`config.mk`:
```
export PLATFORM = sky130hd
export DESIGN_NAME = retire_unit
export DESIGN_NICKNAME = d
export VERILOG_FILES = /design/src/rtl/retire_unit_pkg.sv /design/src/rtl/retire_select.sv /design/src/rtl/retire_unit.sv
export SDC_FILE = /design/constraint.sdc
export NUM_CORES = 1
export LEC_CHECK = 0
export ABC_AREA = 1
export BUFFER_PORTS_ARGS = -buffer_cell sky130_fd_sc_hd__buf_2
export CORE_AREA = 2 2 275 277
export CTS_BUF_LIST = sky130_fd_sc_hd__clkbuf_16
export DETAILED_ROUTE_END_ITERATION = 10
export DIE_AREA = 0 0 277 279
export SYNTH_ARGS = -nofsm -noshare
export SYNTH_HDL_FRONTEND = slang
export SYNTH_SLANG_ARGS = --single-unit
```
`constraint.sdc`:
```
create_clock -name clock -period 3.3 [get_ports clock]
set_clock_uncertainty 0.15 [all_clocks]
set_input_delay 0.165 -clock clock [delete_from_list [all_inputs] [get_ports clock]]
set_output_delay 0.165 -clock clock [all_outputs]
set_load 0.005 [all_outputs]
```
`src/rtl/retire_unit_pkg.sv`:
```
// rtl/retire_unit_pkg.sv - shared types for the in-order retire stage
package retire_unit_pkg;

    // One reorder-buffer entry as presented in the head window.
    typedef struct packed {
        logic [31:0] pc;
        logic        dest_reg_valid;
        logic [4:0]  dest_reg;
        logic [31:0] result_lo;
        logic [31:0] result_hi;
        logic        hilo_wr;
        logic        exc;
    } rob_entry_t;

    typedef enum logic [1:0] {
        RS_RUN,
        RS_EXC,
        RS_FLUSHWAIT
    } retire_state_t;

    localparam logic [4:0] GPR_ZERO = 5'd0;

endpackage

```
`src/rtl/retire_select.sv`:
```
// rtl/retire_select.sv - head-window retire count, exception index and write masks
module retire_select
    import retire_unit_pkg::*;
#(
    parameter  int EXT_COUNT    = 4,
    parameter  int DEPTH        = 16,
    localparam int DEPTHLOG2    = $clog2(DEPTH),
    localparam int EXTCOUNTLOG2 = $clog2(EXT_COUNT)
) (
    input  rob_entry_t              slot_data [EXT_COUNT],
    input  logic                    slot_valid [EXT_COUNT],
    input  logic [DEPTHLOG2:0]      rob_used_count,
    output logic [EXTCOUNTLOG2:0]   ret_n,
    output logic                    exc_found,
    output logic [EXTCOUNTLOG2-1:0] exc_idx,
    output logic                    wr_mask [EXT_COUNT],
    output logic                    hilo_found,
    output logic [EXTCOUNTLOG2-1:0] hilo_idx
);

    logic stop;
    logic in_win;

    // Count the leading run of retire-eligible entries; the first blocker may be an exception.
    always_comb begin
        ret_n     = '0;
        exc_found = 1'b0;
        exc_idx   = '0;
        stop      = 1'b0;
        in_win    = 1'b0;
        for (int k = 0; k < EXT_COUNT; k++) begin
            // Entries at or beyond the occupancy count carry stale valid bits.
            in_win = int'(rob_used_count) > k;
            if (!stop) begin
                if (in_win && slot_valid[k] && !slot_data[k].exc) begin
                    ret_n = ret_n + (EXTCOUNTLOG2+1)'(1);
                end else begin
                    stop = 1'b1;
                    if (in_win && slot_valid[k] && slot_data[k].exc) begin
                        exc_found = 1'b1;
                        exc_idx   = EXTCOUNTLOG2'(k);
                    end
                end
            end
        end
    end

    // GPR lane enables: an older lane is masked when a younger retiring lane writes the same register.
    always_comb begin
        for (int k = 0; k < EXT_COUNT; k++) begin
            wr_mask[k] = 1'b0;
        end
        for (int k = 0; k < EXT_COUNT; k++) begin
            if (k < int'(ret_n) && slot_data[k].dest_reg_valid && slot_data[k].dest_reg != GPR_ZERO) begin
                wr_mask[k] = 1'b1;
                for (int j = k + 1; j < EXT_COUNT; j++) begin
                    if (j < int'(ret_n) && slot_data[j].dest_reg_valid &&
                        slot_data[j].dest_reg == slot_data[k].dest_reg) begin
                        wr_mask[k] = 1'b0;
                    end
                end
            end
        end
    end

    // HI/LO source: the youngest retiring entry that writes HI/LO.
    always_comb begin
        hilo_found = 1'b0;
        hilo_idx   = '0;
        for (int k = 0; k < EXT_COUNT; k++) begin
            if (k < int'(ret_n) && slot_data[k].hilo_wr) begin
                hilo_found = 1'b1;
                hilo_idx   = EXTCOUNTLOG2'(k);
            end
        end
    end

endmodule

```
`src/rtl/retire_unit.sv`:
```
// rtl/retire_unit.sv - in-order commit stage behind the reorder buffer
module retire_unit
    import retire_unit_pkg::*;
#(
    parameter  int EXT_COUNT    = 4,
    parameter  int DEPTH        = 16,
    localparam int DEPTHLOG2    = $clog2(DEPTH),
    localparam int EXTCOUNTLOG2 = $clog2(EXT_COUNT)
) (
    input  logic                    clock,
    input  logic                    reset_n,
    input  rob_entry_t              slot_data [EXT_COUNT],
    input  logic                    slot_valid [EXT_COUNT],
    input  logic                    rob_empty,
    input  logic [DEPTHLOG2:0]      rob_used_count,
    input  logic                    stall,
    output logic                    consume,
    output logic [EXTCOUNTLOG2-1:0] consume_count,
    output logic                    rf_wr_en [EXT_COUNT],
    output logic [4:0]              rf_wr_reg [EXT_COUNT],
    output logic [31:0]             rf_wr_data [EXT_COUNT],
    output logic                    hilo_wr_en,
    output logic [31:0]             hi_data,
    output logic [31:0]             lo_data,
    output logic                    exc_valid,
    output logic [31:0]             exc_pc,
    input  logic                    exc_ack,
    output logic [31:0]             retired_count
);

    retire_state_t             state;
    logic [EXTCOUNTLOG2:0]     ret_n;
    logic                      exc_found;
    logic [EXTCOUNTLOG2-1:0]   exc_idx;
    logic                      wr_mask [EXT_COUNT];
    logic                      hilo_found;
    logic [EXTCOUNTLOG2-1:0]   hilo_idx;
    logic                      run_ok;
    logic                      do_retire;
    logic                      take_exc;

    retire_select #(
        .EXT_COUNT (EXT_COUNT),
        .DEPTH     (DEPTH)
    ) u_select (
        .slot_data      (slot_data),
        .slot_valid     (slot_valid),
        .rob_used_count (rob_used_count),
        .ret_n          (ret_n),
        .exc_found      (exc_found),
        .exc_idx        (exc_idx),
        .wr_mask        (wr_mask),
        .hilo_found     (hilo_found),
        .hilo_idx       (hilo_idx)
    );

    // Stall dominates: with stall high neither retirement nor exception entry happens.
    assign run_ok        = (state == RS_RUN) && !stall && !rob_empty;
    assign do_retire     = run_ok && (ret_n != '0);
    assign take_exc      = run_ok && exc_found;
    assign consume       = do_retire;
    assign consume_count = do_retire ? EXTCOUNTLOG2'(ret_n - (EXTCOUNTLOG2+1)'(1)) : '0;

    // Exception sequencing: hold the report until acknowledged, then wait for the flush to drain the ROB.
    always_ff @(posedge clock or negedge reset_n) begin
        if (!reset_n) begin
            state     <= RS_RUN;
            exc_valid <= 1'b0;
            exc_pc    <= '0;
        end else begin
            case (state)
                RS_RUN: begin
                    if (take_exc) begin
                        state     <= RS_EXC;
                        exc_valid <= 1'b1;
                        exc_pc    <= slot_data[exc_idx].pc;
                    end
                end
                RS_EXC: begin
                    if (exc_ack) begin
                        state     <= RS_FLUSHWAIT;
                        exc_valid <= 1'b0;
                    end
                end
                RS_FLUSHWAIT: begin
                    if (rob_empty) begin
                        state <= RS_RUN;
                    end
                end
                default: state <= RS_RUN;
            endcase
        end
    end

    // Architectural-state writes land one cycle after the consume handshake.
    always_ff @(posedge clock or negedge reset_n) begin
        if (!reset_n) begin
            for (int k = 0; k < EXT_COUNT; k++) begin
                rf_wr_en[k]   <= 1'b0;
                rf_wr_reg[k]  <= '0;
                rf_wr_data[k] <= '0;
            end
            hilo_wr_en    <= 1'b0;
            hi_data       <= '0;
            lo_data       <= '0;
            retired_count <= '0;
        end else begin
            for (int k = 0; k < EXT_COUNT; k++) begin
                rf_wr_en[k] <= do_retire && wr_mask[k];
                if (do_retire) begin
                    rf_wr_reg[k]  <= slot_data[k].dest_reg;
                    rf_wr_data[k] <= slot_data[k].result_lo;
                end
            end
            hilo_wr_en <= do_retire && hilo_found;
            if (do_retire && hilo_found) begin
                hi_data <= slot_data[hilo_idx].result_hi;
                lo_data <= slot_data[hilo_idx].result_lo;
            end
            if (do_retire) begin
                retired_count <= retired_count + 32'(ret_n);
            end
        end
    end

endmodule
```
Yosys cells after proc, flatten, opt, wreduce, memory -nomap -nowiden
Cells that the tools add are included.
{ "word_totals": {"wordCells": 165, "latchBits": 0, "memories": 0, "mem_bits_rw": 0, "rom_bits": 0, "regBits": 284} }
{ "classes": {"mux": 63, "order_cmp": 10, "eq_ne": 11, "add_sub_neg": 5, "mul": 0, "n_shift": 0, "bitwise": 2, "n_reduce_logical": 55, "div": 0} }
{ "op_table": {"columns": ["op", "count"], "rows": [
  ["104-bit binary-select mux with 2-bit select", 2],
  ["104-bit 2-to-1 mux", 2],
  ["66-bit 2-to-1 mux", 2],
  ["1-bit logical AND", 39],
  ["1-bit 2-to-1 mux", 35],
  ["32-bit by 3-bit adder with 32-bit output", 1],
  ["5-bit equality test", 6],
  ["2-bit 2-to-1 mux", 14],
  ["5-bit nonzero test", 4],
  ["3-bit 2-to-1 mux", 6],
  ["5-bit by 1-bit > comparator with 1-bit output, second input constant", 2],
  ["5-bit by 2-bit > comparator with 1-bit output, second input constant", 2],
  ["3-bit by 1-bit adder with 3-bit output, second input constant", 3],
  ["3-bit greater-or-equal comparator, second input constant", 2],
  ["1-bit zero test", 6],
  ["1-bit by 3-bit < comparator with 1-bit output, first input constant", 2],
  ["2-bit by 3-bit < comparator with 1-bit output, first input constant", 2],
  ["2-bit inequality test, second input constant", 3],
  ["2-bit inverter with 3-bit output", 2],
  ["2-bit one-hot mux with 3 select lines", 1],
  ["3-bit AND reduction", 2],
  ["3-bit nonzero test", 1],
  ["2-bit by 1-bit equality test with 1-bit output, second input constant", 1],
  ["2-bit equality test, second input constant", 1],
  ["other kinds (5)", 5]
]} }

Depth between registers and ports, before layout
{ "depth": {"word_depth": 22, "depth_mapped": 20} }

Modules after synthesis
Synthesis repeated with hierarchy kept, for this count alone.
{ "hier_totals": {"hier_cells": 1959, "hier_area_um2": 14724.1} }
{ "modules_own_cells": {"columns": ["module", "instances", "area_per_inst_um2", "cells_per_inst"], "rows": [
  ["retire_unit", 1, 13905.8, 1811],
  ["retire_select", 1, 818.3, 148]
]} }

Least setup slack after synthesis
Ideal clock, no wire load.
{ "synth_timing": {"kind": "in2reg", "start": "input port rob_used_count[4]", "end": "register retired_count[31]", "stages": 20, "slack_ns": 0.426, "arrival_ns": 2.607, "setup_ns": 0.117, "n_path_buf": 0, "required_time_ns": 3.033, "cell_sequence": "nor2_2 -> nand2_2 -> nand2_1 -> nor2_1 -> a21oi_2 -> ha_1 -> inv_1 -> a31oi_4 -> ha_1 -> inv_1 -> o31ai_1 -> nand4_2 -> nor2_2 -> nand3_2 -> nor2_4 -> nand2_1 -> nor2_2 -> nand3_1 -> nand2_1 -> nand2_1"} }
{ "synth_between": {"elab_chain_len": 15, "word_cells_on_any_way": 30} }
{ "synth_rtl": {"columns": ["element", "line", "rtl"], "rows": [
  ["start, declared", "retire_unit.sv:15", "input logic [DEPTHLOG2:0] rob_used_count,"],
  ["5-bit by 1-bit > comparator with 1-bit output", "retire_select.sv:33", "in_win = int'(rob_used_count) > k;"],
  ["1-bit logical AND (2 in a row)", "retire_select.sv:35", "if (in_win && slot_valid[k] && !slot_data[k].exc) begin"],
  ["1-bit 2-to-1 mux", "retire_select.sv:35", null],
  ["3-bit by 1-bit adder with 3-bit output", "retire_select.sv:36", "ret_n = ret_n + (EXTCOUNTLOG2+1)'(1);"],
  ["3-bit 2-to-1 mux", "retire_select.sv:35", null],
  ["3-bit 2-to-1 mux", "retire_select.sv:34", "if (!stop) begin"],
  ["3-bit by 1-bit adder with 3-bit output", "retire_select.sv:36", null],
  ["3-bit 2-to-1 mux", "retire_select.sv:35", null],
  ["3-bit 2-to-1 mux", "retire_select.sv:34", null],
  ["3-bit by 1-bit adder with 3-bit output", "retire_select.sv:36", null],
  ["3-bit 2-to-1 mux", "retire_select.sv:35", null],
  ["3-bit 2-to-1 mux (*)", "retire_select.sv:34", null],
  ["branches (longest 2 deep; another with 32-bit by 3-bit adder with 32-bit output)", null, null],
  ["end signal, assigned", "retire_unit.sv:121", "retired_count <= retired_count + 32'(ret_n);"],
  ["end, declared", "retire_unit.sv:28", "output logic [31:0] retired_count"]
]} }
Every way passes the cells marked *.
A chain may end at the register's enable or synchronous reset.

Final worst setup path
{ "layout_timing": {"start": "input port rob_used_count[1]", "end": "register exc_pc[18]"} }
{ "layout_between": {"elab_chain_len": 16, "word_cells_on_any_way": 47} }
{ "layout_rtl": {"columns": ["element", "line", "rtl"], "rows": [
  ["5-bit by 1-bit > comparator with 1-bit output", "retire_select.sv:33", null],
  ["1-bit logical AND", "retire_select.sv:35, retire_select.sv:39", null],
  ["1-bit logical AND", "retire_select.sv:39", "if (in_win && slot_valid[k] && slot_data[k].exc) begin"],
  ["1-bit 2-to-1 mux", "retire_select.sv:39", null],
  ["2-bit 2-to-1 mux / 1-bit 2-to-1 mux (equally long branches)", "retire_select.sv:35", null],
  ["2-bit 2-to-1 mux / 1-bit 2-to-1 mux (equally long branches)", "retire_select.sv:34, retire_select.sv:39", null],
  ["2-bit 2-to-1 mux / 1-bit 2-to-1 mux (equally long branches)", "retire_select.sv:39, retire_select.sv:35", null],
  ["2-bit 2-to-1 mux / 1-bit 2-to-1 mux (equally long branches)", "retire_select.sv:35, retire_select.sv:34", null],
  ["2-bit 2-to-1 mux / 1-bit 2-to-1 mux (equally long branches)", "retire_select.sv:34, retire_select.sv:39", null],
  ["2-bit 2-to-1 mux / 1-bit 2-to-1 mux (equally long branches)", "retire_select.sv:39, retire_select.sv:35", null],
  ["2-bit 2-to-1 mux / 1-bit 2-to-1 mux (equally long branches)", "retire_select.sv:35, retire_select.sv:34", null],
  ["2-bit 2-to-1 mux / 1-bit 2-to-1 mux (equally long branches)", "retire_select.sv:34, retire_select.sv:39", null],
  ["2-bit inverter with 3-bit output (not written as such) / 1-bit 2-to-1 mux (equally long branches)", "retire_unit.sv:76, retire_select.sv:35", null],
  ["104-bit binary-select mux with 2-bit select / 1-bit 2-to-1 mux (equally long branches)", "retire_unit.sv:76, retire_select.sv:34", null],
  ["104-bit 2-to-1 mux (not written as such) / 1-bit logical AND (equally long branches)", "retire_unit.sv:76, retire_unit.sv:60", null],
  ["104-bit 2-to-1 mux (not written as such) / 2-bit AND reduction (equally long branches)", null, null],
  ["end signal, assigned", "retire_unit.sv:76", "exc_pc <= slot_data[exc_idx].pc;"],
  ["end, declared", "retire_unit.sv:26", "output logic [31:0] exc_pc,"]
]} }
Several ways; a longest one is shown, not always the timed one. The select of a mux whose other input is x is not followed.

==> summary by stage <==
Timing
The worst setup margin is 0.119 ns. The count of pins over their slew limit was 0. At the pin with the least slew margin, the transition time is 0.932 ns.

Setup violations remaining at the end of the flow were counted as 0. Headroom to the max-slew limit came out at 37.9%. The fmax is 314 MHz. The hold violation total from the final report was 0. The period utilization is 96.4%. The worst path in the final design needs a cycle of 3.18 ns, including I/O delays and setup. The worst hold slack is 0.0267 ns.

In the final timing run, aggregate negative setup slack is 0 ns.

Die
The die is 277 um wide. The initial utilization of the core area, before any placement, comes to 20.9%. The I/O pin count is 715. After floorplanning, the core was divided into 100 placement rows. The die extent in y is 279 um. The die outline area is 77300 sq um.

The floorplan core area is 74100 sq um.

Setup path
Data arrives at the worst endpoint at 3.45 ns. The startpoint type of the worst setup path is a primary input. The buffer and inverter count on the worst path is 6.

Grouping stages by cell kind, the critical path spends the most delay in buffers and inverters. The largest single stage delay on the critical path is 0.59 ns. The kind of end point of the critical path is a flip-flop.

At the worst endpoint, the required time is 3.57 ns. The critical-path maximum fanout is 37. The critical path goes through buf_2, nor2_1, nand2_2, nand4_4, nor2_8, buf_4, nand2_1, nor3_2, nor2_4, clkinv_2, buf_4, o21ai_0, dlygate4sd3_1, a31oi_1, dlygate4sd3_1. The kind of critical path is in2reg. On the critical path, the stage with the largest delay is an instance of dlygate4sd3_1.

CTS
The clock latency reported for the late side of the worst-skew pair is 0.53 ns. The clock-pin transition on the worst setup and hold timing paths is 0.06 ns. CTS placed an instance of clkbuf_16 at the clock tree root.

Buffers inserted during clock tree synthesis total 36. The depth of the CTS H-tree is 2. TritonCTS built the clock tree. CTS saw 284 sinks. In this run the deepest clock path goes through 3 buffers.

Job
The number of maximum-capacitance violations is 0.

Pwr
The internal power of the cells totals 8.08 mW. The design draws 11.8 mW. The power density of the placed cells is 474 nW/um^2. The share of total power in sequential cells is 40.4%.

The switching part of the total power is 31.6%. The clock network burns 32.4% of the power. The worst voltage drop across the vdd grid is 0.000231 V.

Combinational logic is responsible for 27.2% of the overall power. The leakage power is 13.3 nW. For this design the total switching power over the nets is 3.74 mW.

Outcome
The run finished with clean final reports.

Cells and area
Leaving out fill and tap cells, the most frequent cells in the layout are nand2_1 (715), buf_2 (713), dlygate4sd3_1 (353). For this run, the post-layout net count is 3531. The register with the most flip-flops in the final layout is rf_wr_data. The register with the most flip-flops in the layout has 128 of them. The area growth from synthesis to layout is 61.3%. The total of fill cells in the finished design is 7821. The utilization after layout is 33.7%. In the final layout, the share of cells above drive strength 1 is 28.1%.

The most common cell after layout, fill and taps aside is nand2_1. The cell area after layout is 24900 sq um. The final instance count without filler cells is 4099.

Place
The standard cell area after detailed placement is 20200 sq um. Prior to clock tree synthesis, the placed netlist has a worst setup slack of -0.00929 ns. The weighted congestion at the end of routability-driven global placement is 0.943. The number of placed instances, taps included, is 3670. The half-perimeter wire length after placement is 54.6 mm. Port buffering added 714 buffers.

Synth
The async set-or-reset flop fraction in the synthesized netlist is 100%. A synthesized cell averages 7.45 sq um. Ranked by total cell area, the synthesized netlist is headed by dfrtp_1 (46%), nand2_1 (17%), nor2_1 (5.3%), o21ai_0 (4.5%), inv_1 (3.8%). Sequential cells were found to cover 46.0% of the synthesized design area. Of the post-synthesis cell area, the dominant cell type holds 46.0%. The post-synthesis instance total is 2076. The Yosys step of the flow raised 0 warnings. Counting every net in the synthesized netlist gives 2511.

The mapped cell area is 15500 sq um. Counting flops with a built-in enable in the synthesized netlist gives 0. Among all flip-flop cells after synthesis, the most frequent one is dfrtp_1.

The netlist uses 46 different library cells. The synthesized design spends more area on one cell type than any other, namely dfrtp_1. The number of flip-flops and latches in the synthesized netlist is 284.

Drt
The first detailed-routing pass took 5 iterations. The count of nets left with antenna violations once routing finished came out at 0. The final wirelength is 76.7 mm.

For this block, the initial DRC count from the detailed router was 1074. The number of design rule violations left after detail routing is 0. The vias per cell is 4.55. The routed length per placed instance is 18.7 um. The routed layout has 18700 vias.

Global route
Global routing consumed, over all layers together, 19.1% of the routing resources. Summed over all layers, the global routing overflow is 0. Entering global routing, the biggest net connects 126 pins. The wire length of the first global-routing pass is 114 mm. The initial antenna violation count came to 9.

The number of global-route vias before repair is 18500.

Min path
The tightest min-delay check is of the in2reg type.
[cell families after synthesis]
logic type               count (synthesis)  share of synthesized area, %
XOR/XNOR                                41                          2.32
AND/OR/NAND/NOR                       1112                          30.0
buffers and inverters                  299                          8.09
AO/OA/AOI/OAI                          335                          13.2
flip-flops                             284                          46.0
adder cells (fa/ha/maj)                  5                         0.453
[path summary, 6_finish.rpt]
kind	startpoint	endpoint	slack [ns]	cells past startpoint
setup / recovery	rob_used_count[1]	exc_pc[18]	0.12	15
hold / removal	slot_data[334]	hi_data[20]	0.03	6
setup reg to reg	state[1]	rf_wr_en[3]	0.39	10
hold reg to reg	rf_wr_reg[14]	rf_wr_reg[14]	0.31	2
max in group asynchronous	reset_n	rf_wr_data[68]	1.95	3
min in group asynchronous	reset_n	rf_wr_reg[1]	0.14	2
[worst register-to-register path, stage by stage (launching register included)]
cell	delay (ns)
dfrtp_1	0.40
nor2_1	0.09
nand2_1	0.13
nor2_4	0.33
buf_4	0.22
o211ai_1	0.10
a221oi_1	0.22
dlygate4sd3_1	0.59
nand2_1	0.04
dlygate4sd3_1	0.54
inv_1	0.05
[cell type report]
cell class                 count  area (sq um)  share of cell area (%)
tap                          969          1210                    4.86
inverter                     161           613                    2.46
timing repair buffer        1120          7720                    31.0
sequential                   284          7110                    28.5
multi-input combinational   1493          7150                    28.7
antenna                        6          15.0                  0.0602
clock buffer                  37           926                    3.71
clock inverter                29           184                   0.738
[what timing repair did]
action / CTS / global route
buffers inserted: 0 / 3
hold buffers: 353 / 0
endpoints found under the hold margin: 335 / 0
endpoints found under the setup margin: 0 / 8
gates resized for setup: 0 / 4
[metal layers]
layer  global-route usage (%)  vias to the layer above  share of wire [%]  routed length (um)
met5                        0                        -              0.017                  13
li1                         -                     8747                  -                   -
met4                     7.59                        2                4.0                3080
met3                     3.85                      167                6.9                5260
met2                     31.6                      855                 47               35800
met1                     24.4                     8896                 42               32500
[power groups by stage]
stage	sequential, mW	combinational, mW	clock, mW
floorplan	4.85	0.967	0
global placement	4.79	2.75	0
detailed placement	4.80	2.78	0
CTS	4.76	3.22	3.97
global route	4.87	3.57	4.10
finish	4.77	3.22	3.83
[cell usage after synthesis (3+ instances only)]
| cell type | count |
|---|---|
| nor2_1 | 217 |
| nand2_1 | 717 |
| a21oi_1 | 66 |
| nor3_1 | 13 |
| inv_1 | 155 |
| o31ai_1 | 3 |
| buf_1 | 3 |
| or2_2 | 32 |
| o2111ai_1 | 65 |
| nor4_1 | 6 |
| o21ai_1 | 16 |
| inv_2 | 5 |
| nand4_1 | 14 |
| nand3_1 | 65 |
| nor2_4 | 3 |
| xnor2_1 | 14 |
| o21ai_0 | 138 |
| xor2_1 | 27 |
| nand3b_1 | 26 |
| o211ai_1 | 3 |
| clkbuf_1 | 62 |
| a221oi_1 | 3 |
| buf_4 | 12 |
| a31oi_1 | 21 |
| buf_2 | 60 |
| a211oi_1 | 3 |
| nand3_2 | 5 |
| nor2_2 | 4 |
| dfrtp_1 | 284 |
| o22ai_1 | 11 |
| ha_1 | 4 |
| nand2_2 | 3 |
Note: power is estimated with default switching activity, not from simulation.
